[src/rtl/nibble_serial_add_ctrl_pkg.sv]
`default_nettype none
// ============================================================================
// Module      : nibble_serial_add_ctrl_pkg
// Description : Shared types and constants for the nibble-serial adder.
// Revision    : 1.0 - initial release
// ============================================================================
package nibble_serial_add_ctrl_pkg;

    // Width of one time-shared adder slice.
    localparam int c_nib_w        = 4;

    // Legal range for the NIBBLES parameter of the top module.
    localparam int c_nibbles_min  = 2;
    localparam int c_nibbles_max  = 8;

    // Controller states.
    typedef enum logic [1:0] {
        IDLE = 2'd0,
        RUN  = 2'd1,
        DONE = 2'd2
    } state_t;

endpackage : nibble_serial_add_ctrl_pkg
`default_nettype wire

[src/rtl/nibble_adder_cin.sv]
`default_nettype none
// ============================================================================
// Module      : nibble_adder_cin
// Description : Combinational 4-bit adder with carry-in and carry-out.
// Revision    : 1.0 - initial release
// ============================================================================
module nibble_adder_cin
    import nibble_serial_add_ctrl_pkg::*;
(
    input  logic [c_nib_w-1:0] a,
    input  logic [c_nib_w-1:0] b,
    input  logic               cin,
    output logic [c_nib_w-1:0] sum,
    output logic               cout
);

    logic [c_nib_w:0] w_total;

    // Widen by one bit so the carry falls out of the top of the addition.
    assign w_total = {1'b0, a} + {1'b0, b} + {{c_nib_w{1'b0}}, cin};
    assign sum     = w_total[c_nib_w-1:0];
    assign cout    = w_total[c_nib_w];

endmodule : nibble_adder_cin
`default_nettype wire

[src/rtl/nibble_serial_add_ctrl.sv]
`default_nettype none
// ============================================================================
// Module      : nibble_serial_add_ctrl
// Description : Adds two W-bit operands one nibble per cycle through a single
//               shared 4-bit slice; valid/ready handshakes on both sides.
//               NIBBLES must lie in 2..8.
// Revision    : 1.0 - initial release
// ============================================================================
module nibble_serial_add_ctrl
    import nibble_serial_add_ctrl_pkg::*;
#(
    parameter int NIBBLES = 4
) (
    input  logic                         clk,
    input  logic                         rst_n,
    input  logic                         in_valid,
    output logic                         in_ready,
    input  logic [c_nib_w*NIBBLES-1:0]   a,
    input  logic [c_nib_w*NIBBLES-1:0]   b,
    input  logic                         cin,
    output logic                         out_valid,
    input  logic                         out_ready,
    output logic [c_nib_w*NIBBLES-1:0]   sum,
    output logic                         cout,
    output logic                         ovf,
    output logic                         busy
);

    localparam int c_w     = c_nib_w * NIBBLES;
    localparam int c_idx_w = $clog2(NIBBLES);

    state_t               r_state;
    state_t               w_state_nxt;
    logic [c_idx_w-1:0]   r_idx;
    logic                 r_carry;
    logic [c_w-1:0]       r_a;
    logic [c_w-1:0]       r_b;
    logic [c_w-1:0]       r_sum;
    logic                 r_cout;
    logic                 r_ovf;

    logic                 w_accept;
    logic                 w_last;
    logic [c_nib_w-1:0]   w_nib_a;
    logic [c_nib_w-1:0]   w_nib_b;
    logic [c_nib_w-1:0]   w_nib_sum;
    logic                 w_nib_cout;
    logic                 w_msb_cin;

    assign w_last = (r_idx == c_idx_w'(NIBBLES - 1));

    // Pick the operand nibbles addressed by the current index.
    always_comb begin
        w_nib_a = '0;
        w_nib_b = '0;
        for (int i = 0; i < NIBBLES; i++) begin
            if (r_idx == c_idx_w'(i)) begin
                w_nib_a = r_a[c_nib_w*i +: c_nib_w];
                w_nib_b = r_b[c_nib_w*i +: c_nib_w];
            end
        end
    end

    nibble_adder_cin u_nibble_adder_cin (
        .a    (w_nib_a),
        .b    (w_nib_b),
        .cin  (r_carry),
        .sum  (w_nib_sum),
        .cout (w_nib_cout)
    );

    // Carry into the MSB is recoverable from the MSB's own sum bit.
    assign w_msb_cin = w_nib_a[c_nib_w-1] ^ w_nib_b[c_nib_w-1] ^ w_nib_sum[c_nib_w-1];

    // State register.
    always_ff @(posedge clk) begin
        if (!rst_n) begin
            r_state <= IDLE;
        end else begin
            r_state <= w_state_nxt;
        end
    end

    // Next-state logic and handshake outputs; in_ready is held low during reset.
    always_comb begin
        w_state_nxt = r_state;
        in_ready    = 1'b0;
        out_valid   = 1'b0;
        busy        = 1'b0;
        w_accept    = 1'b0;
        case (r_state)
            IDLE: begin
                in_ready = rst_n;
                if (in_valid) begin
                    w_accept    = 1'b1;
                    w_state_nxt = RUN;
                end
            end
            RUN: begin
                busy = 1'b1;
                if (w_last) begin
                    w_state_nxt = DONE;
                end
            end
            DONE: begin
                busy      = 1'b1;
                out_valid = 1'b1;
                if (out_ready) begin
                    w_state_nxt = IDLE;
                end
            end
            default: begin
                w_state_nxt = IDLE;
            end
        endcase
    end

    // Operand capture, nibble-serial accumulation and final flag load.
    always_ff @(posedge clk) begin
        if (!rst_n) begin
            r_idx   <= '0;
            r_carry <= 1'b0;
            r_a     <= '0;
            r_b     <= '0;
            r_sum   <= '0;
            r_cout  <= 1'b0;
            r_ovf   <= 1'b0;
        end else begin
            case (r_state)
                IDLE: begin
                    if (w_accept) begin
                        r_a     <= a;
                        r_b     <= b;
                        r_carry <= cin;
                        r_idx   <= '0;
                    end
                end
                RUN: begin
                    r_carry <= w_nib_cout;
                    for (int i = 0; i < NIBBLES; i++) begin
                        if (r_idx == c_idx_w'(i)) begin
                            r_sum[c_nib_w*i +: c_nib_w] <= w_nib_sum;
                        end
                    end
                    if (w_last) begin
                        r_idx  <= '0;
                        r_cout <= w_nib_cout;
                        r_ovf  <= w_nib_cout ^ w_msb_cin;
                    end else begin
                        r_idx  <= r_idx + c_idx_w'(1);
                    end
                end
                default: begin
                end
            endcase
        end
    end

    assign sum  = r_sum;
    assign cout = r_cout;
    assign ovf  = r_ovf;

endmodule : nibble_serial_add_ctrl
`default_nettype wire

[config.mk]
export PLATFORM = sky130hd
export DESIGN_NAME = nibble_serial_add_ctrl
export DESIGN_NICKNAME = d
export VERILOG_FILES = /design/src/rtl/nibble_serial_add_ctrl_pkg.sv /design/src/rtl/nibble_adder_cin.sv /design/src/rtl/nibble_serial_add_ctrl.sv
export SDC_FILE = /design/constraint.sdc
export NUM_CORES = 1
export LEC_CHECK = 0
export CORE_MARGIN = 2
export CORE_UTILIZATION = 45
export CTS_BUF_LIST = sky130_fd_sc_hd__clkbuf_16
export DETAILED_ROUTE_END_ITERATION = 10
export PLACE_DENSITY_LB_ADDON = 0.05
export SLEW_MARGIN = 20
export SYNTH_ARGS = -nofsm -noshare
export SYNTH_HDL_FRONTEND = slang
export SYNTH_SLANG_ARGS = --single-unit
[constraint.sdc]
create_clock -name clk -period 2.55 [get_ports clk]
set_input_delay 0.3825 -clock clk [delete_from_list [all_inputs] [get_ports clk]]
set_output_delay 0.3825 -clock clk [all_outputs]
set_load 0.1 [all_outputs]
==> impl_metrics.ini <==
[cts]
cts-htree-levels = 2
clk_pin_slew_ns = 0.07
cts_sinks = 55
cts_tree = done
root_buffer = clkbuf_16
insertion_delay_ns = 0.29
numCtsBuffers = 5
ctsHoldBuffers = 0
clockBufferDepth = 2

[setup_path]
worstRegToRegCells = 13
cpMostUsedCell = fa_2
path_class = register to register
r2r-end = ovf$_SDFFE_PN0P_
path_cells = inv_4, ha_4, and3b_1, a21oi_2, o21ai_1, mux2i_1, fa_2, inv_2, fa_2, a21o_1, a21oi_4, xor2_1, a21oi_1
slowest_delay_ns = 0.38
critPathCaptureType = register
worstPathRequired_ns = 2.71
startpoint = r_idx[0]$_SDFFE_PN0P_
timing.rr.start = r_idx[0]$_SDFFE_PN0P_
arrival_ns = 2.64
r2r_setup_slack_ns = 0.07
critPathLaunchType = register
cp_slowest_cell = dfxtp_4
worstPathMaxFanout = 4

[cells_and_area]
seq_area_um2 = 1110
fin_nets = 422
nFillCells = 534
multi_input_area_um2 = 1460
syn_to_final_growth_pct = 34.3
drive_gt1_frac = 0.169
diodes = 0

[die]
io-pin-count = 58
rows = 27
initial_core_util = 0.471
die_h_um = 80.4
die_x_um = 80.4
core_area_um2 = 5570
die_area_um2 = 6460

[grt]
grtUsageTotal = 0.196
grt_overflow = 0
grt_pass1_wl_mm = 9.89
antenna_found_initial = 0
grt_pass1_vias = 2191
grt_max_degree = 33

[timing]
rsz0062_at_grt = yes
final-setup-viol-count = 0
post-route-min-period_ns = 2.48
slew_headroom = 0.693
period_share = 0.971
skew_ns = 0.00420
tightest_slew_ns = 0.461
fmax_mhz = 404
hold_viol_final = 0
final_max_slew_viol_count = 0
finalSetupTns_ns = 0

[routing]
drc = 0
drt-total-wl_mm = 5.84
vias_per_cell = 4.98
vias = 2217
wire_per_inst_um = 13.1
ant_nets = 0
dr.pass1.iters = 5
first_iter_violations = 91

[synth]
synth_cell_types = 32
ys_seq_elements = 55
async_reset_ff_frac = 0
yosysMostFrequentCell = nand2_1
synth.top_cell.area_share = 0.419
yosys.area.top_type = dfxtp_1
ys_seq_area_frac = 0.419
synth_common_cells = nand2_1 (97), dfxtp_1 (55), a21boi_0 (29), a21oi_1 (18)
synth_cells = 313
syn_area_per_cell_um2 = 8.39
synth-edff-count = 0
yosys_warnings = 0
syn-num-nets = 362
synth-main-ff-cell = dfxtp_1
synth_area_um2 = 2630
synthTopCellsByArea = dfxtp_1 (42%), nand2_1 (14%), a21boi_0 (8.3%)

[outcome]
outcome = finished clean

[power]
leakage_nw = 1.49
peakVddDrop_v = 0.000565
p_per_area_nw_per_um2 = 954
power_mw = 3.36

[placement]
port_buffers = 57
place_hpwl_mm = 4.25
place.gp.congestion = 0.821

[worst_hold_path]
holdPathStages = 2
hold_end = r_b[5]$_SDFFE_PN0P_
worstHoldPathType = register to register
min_from = r_b[5]$_SDFFE_PN0P_

[flow_run]
drv_cap = 0
[critical path: cells and delay by family (launching register included)]
family          cells  cell delay, ns
fa+ha+maj           3            0.73
compound gates      5            0.60
flops               1            0.38
mux                 1            0.21
xor+xnor            1            0.18
simple gates        1            0.17
buf+inv             2            0.08
[state kept, by name, indices dropped and copies added, names as in the netlist]
register,count
sum,16
r_a,16
r_idx,2
ovf,1
r_state,2
r_b,16
cout,1
r_carry,1
[power breakdown]
group	internal, mW	switching, mW	leakage, nW
clock	0.458	0.291	0.0759
combinational	0.576	0.950	0.961
sequential	1.00	0.0882	0.450
[placed cells by master, fill, tap and decap left out, types with 3 or more instances in the layout]
| cell | Yosys | layout |
|---|---|---|
| nand2_1 | 97 | 97 |
| dfxtp_1 | 55 | 53 |
| o211a_1 | 9 | 9 |
| ha_1 | 10 | 6 |
| mux2i_1 | 9 | 9 |
| o21ai_1 | 0 | 3 |
| nand3b_1 | 7 | 7 |
| buf_4 | 1 | 39 |
| clkdlybuf4s50_1 | 0 | 36 |
| clkbuf_16 | 0 | 5 |
| and2_1 | 6 | 6 |
| inv_1 | 7 | 4 |
| nor2b_1 | 7 | 7 |
| a21boi_1 | 4 | 5 |
| o22ai_1 | 4 | 4 |
| a21oi_1 | 18 | 16 |
| a21boi_0 | 29 | 28 |
| ha_4 | 0 | 3 |
| o21ai_0 | 10 | 7 |
[per-layer routing]
layer | track usage | up-vias | wire [µm] | share of wire
met4 | 0.0508 | 0 | 51 | 0.0087
met5 | 0 | - | 0 | 0
met1 | 0.246 | 1009 | 2750 | 0.47
li1 | - | 1161 | - | -
met3 | 0.0427 | 4 | 271 | 0.046
met2 | 0.338 | 43 | 2770 | 0.47
[what timing repair did]
action,CTS,global route
buffers inserted,2,0
gates cloned,0,0
setup endpoints to repair,1,11
gates resized for setup,10,10
pin swaps,7,12
[logic make-up after synthesis]
group,Yosys count,synth area share
adder cells (fa/ha/maj),12,0.0629
multiplexers,9,0.0343
AND/OR/NAND/NOR,124,0.209
buffers and inverters,31,0.0510
AO/OA/AOI/OAI,79,0.213
XOR/XNOR,3,0.0100
flip-flops,55,0.419
[metrics by stage]
stage | utilization | area [µm²] | std cells | setup WS, ns | hold WS [ns]
final | 0.633 | 3530 | 445 | 0.0732 | 0.464
after global routing | 0.633 | 3530 | 445 | -0.0898 | 0.482
after CTS | 0.627 | 3490 | 445 | 0.00186 | 0.464
after detailed placement | 0.589 | 3280 | 436 | 0.00149 | 0.454
after global placement | 0.589 | 3280 | 436 | 0.0425 | 0.447
after floorplan | - | 2640 | 313 | 0.0255 | 0.435
[how the worst max path moves through the flow]
stage	to	slack, ns	cells after the start
CTS	ovf$_SDFFE_PN0P_	0.002	13
floorplan	ovf$_SDFFE_PN0P_	0.03	14
global route	ovf$_SDFFE_PN0P_	-0.09	13
finish	ovf$_SDFFE_PN0P_	0.07	13
detailed placement	ovf$_SDFFE_PN0P_	0.001	13
global placement	ovf$_SDFFE_PN0P_	0.04	13
[final cells by class]
| type | count | share of cell area |
|---|---|---|
| clock buffer | 5 | 0.0355 |
| sequential | 55 | 0.314 |
| inverter | 8 | 0.00994 |
| clock inverter | 2 | 0.0106 |
| multi-input combinational | 227 | 0.414 |
| timing repair buffer | 76 | 0.191 |
| tap | 72 | 0.0256 |
(Power assumes the default switching activity.)
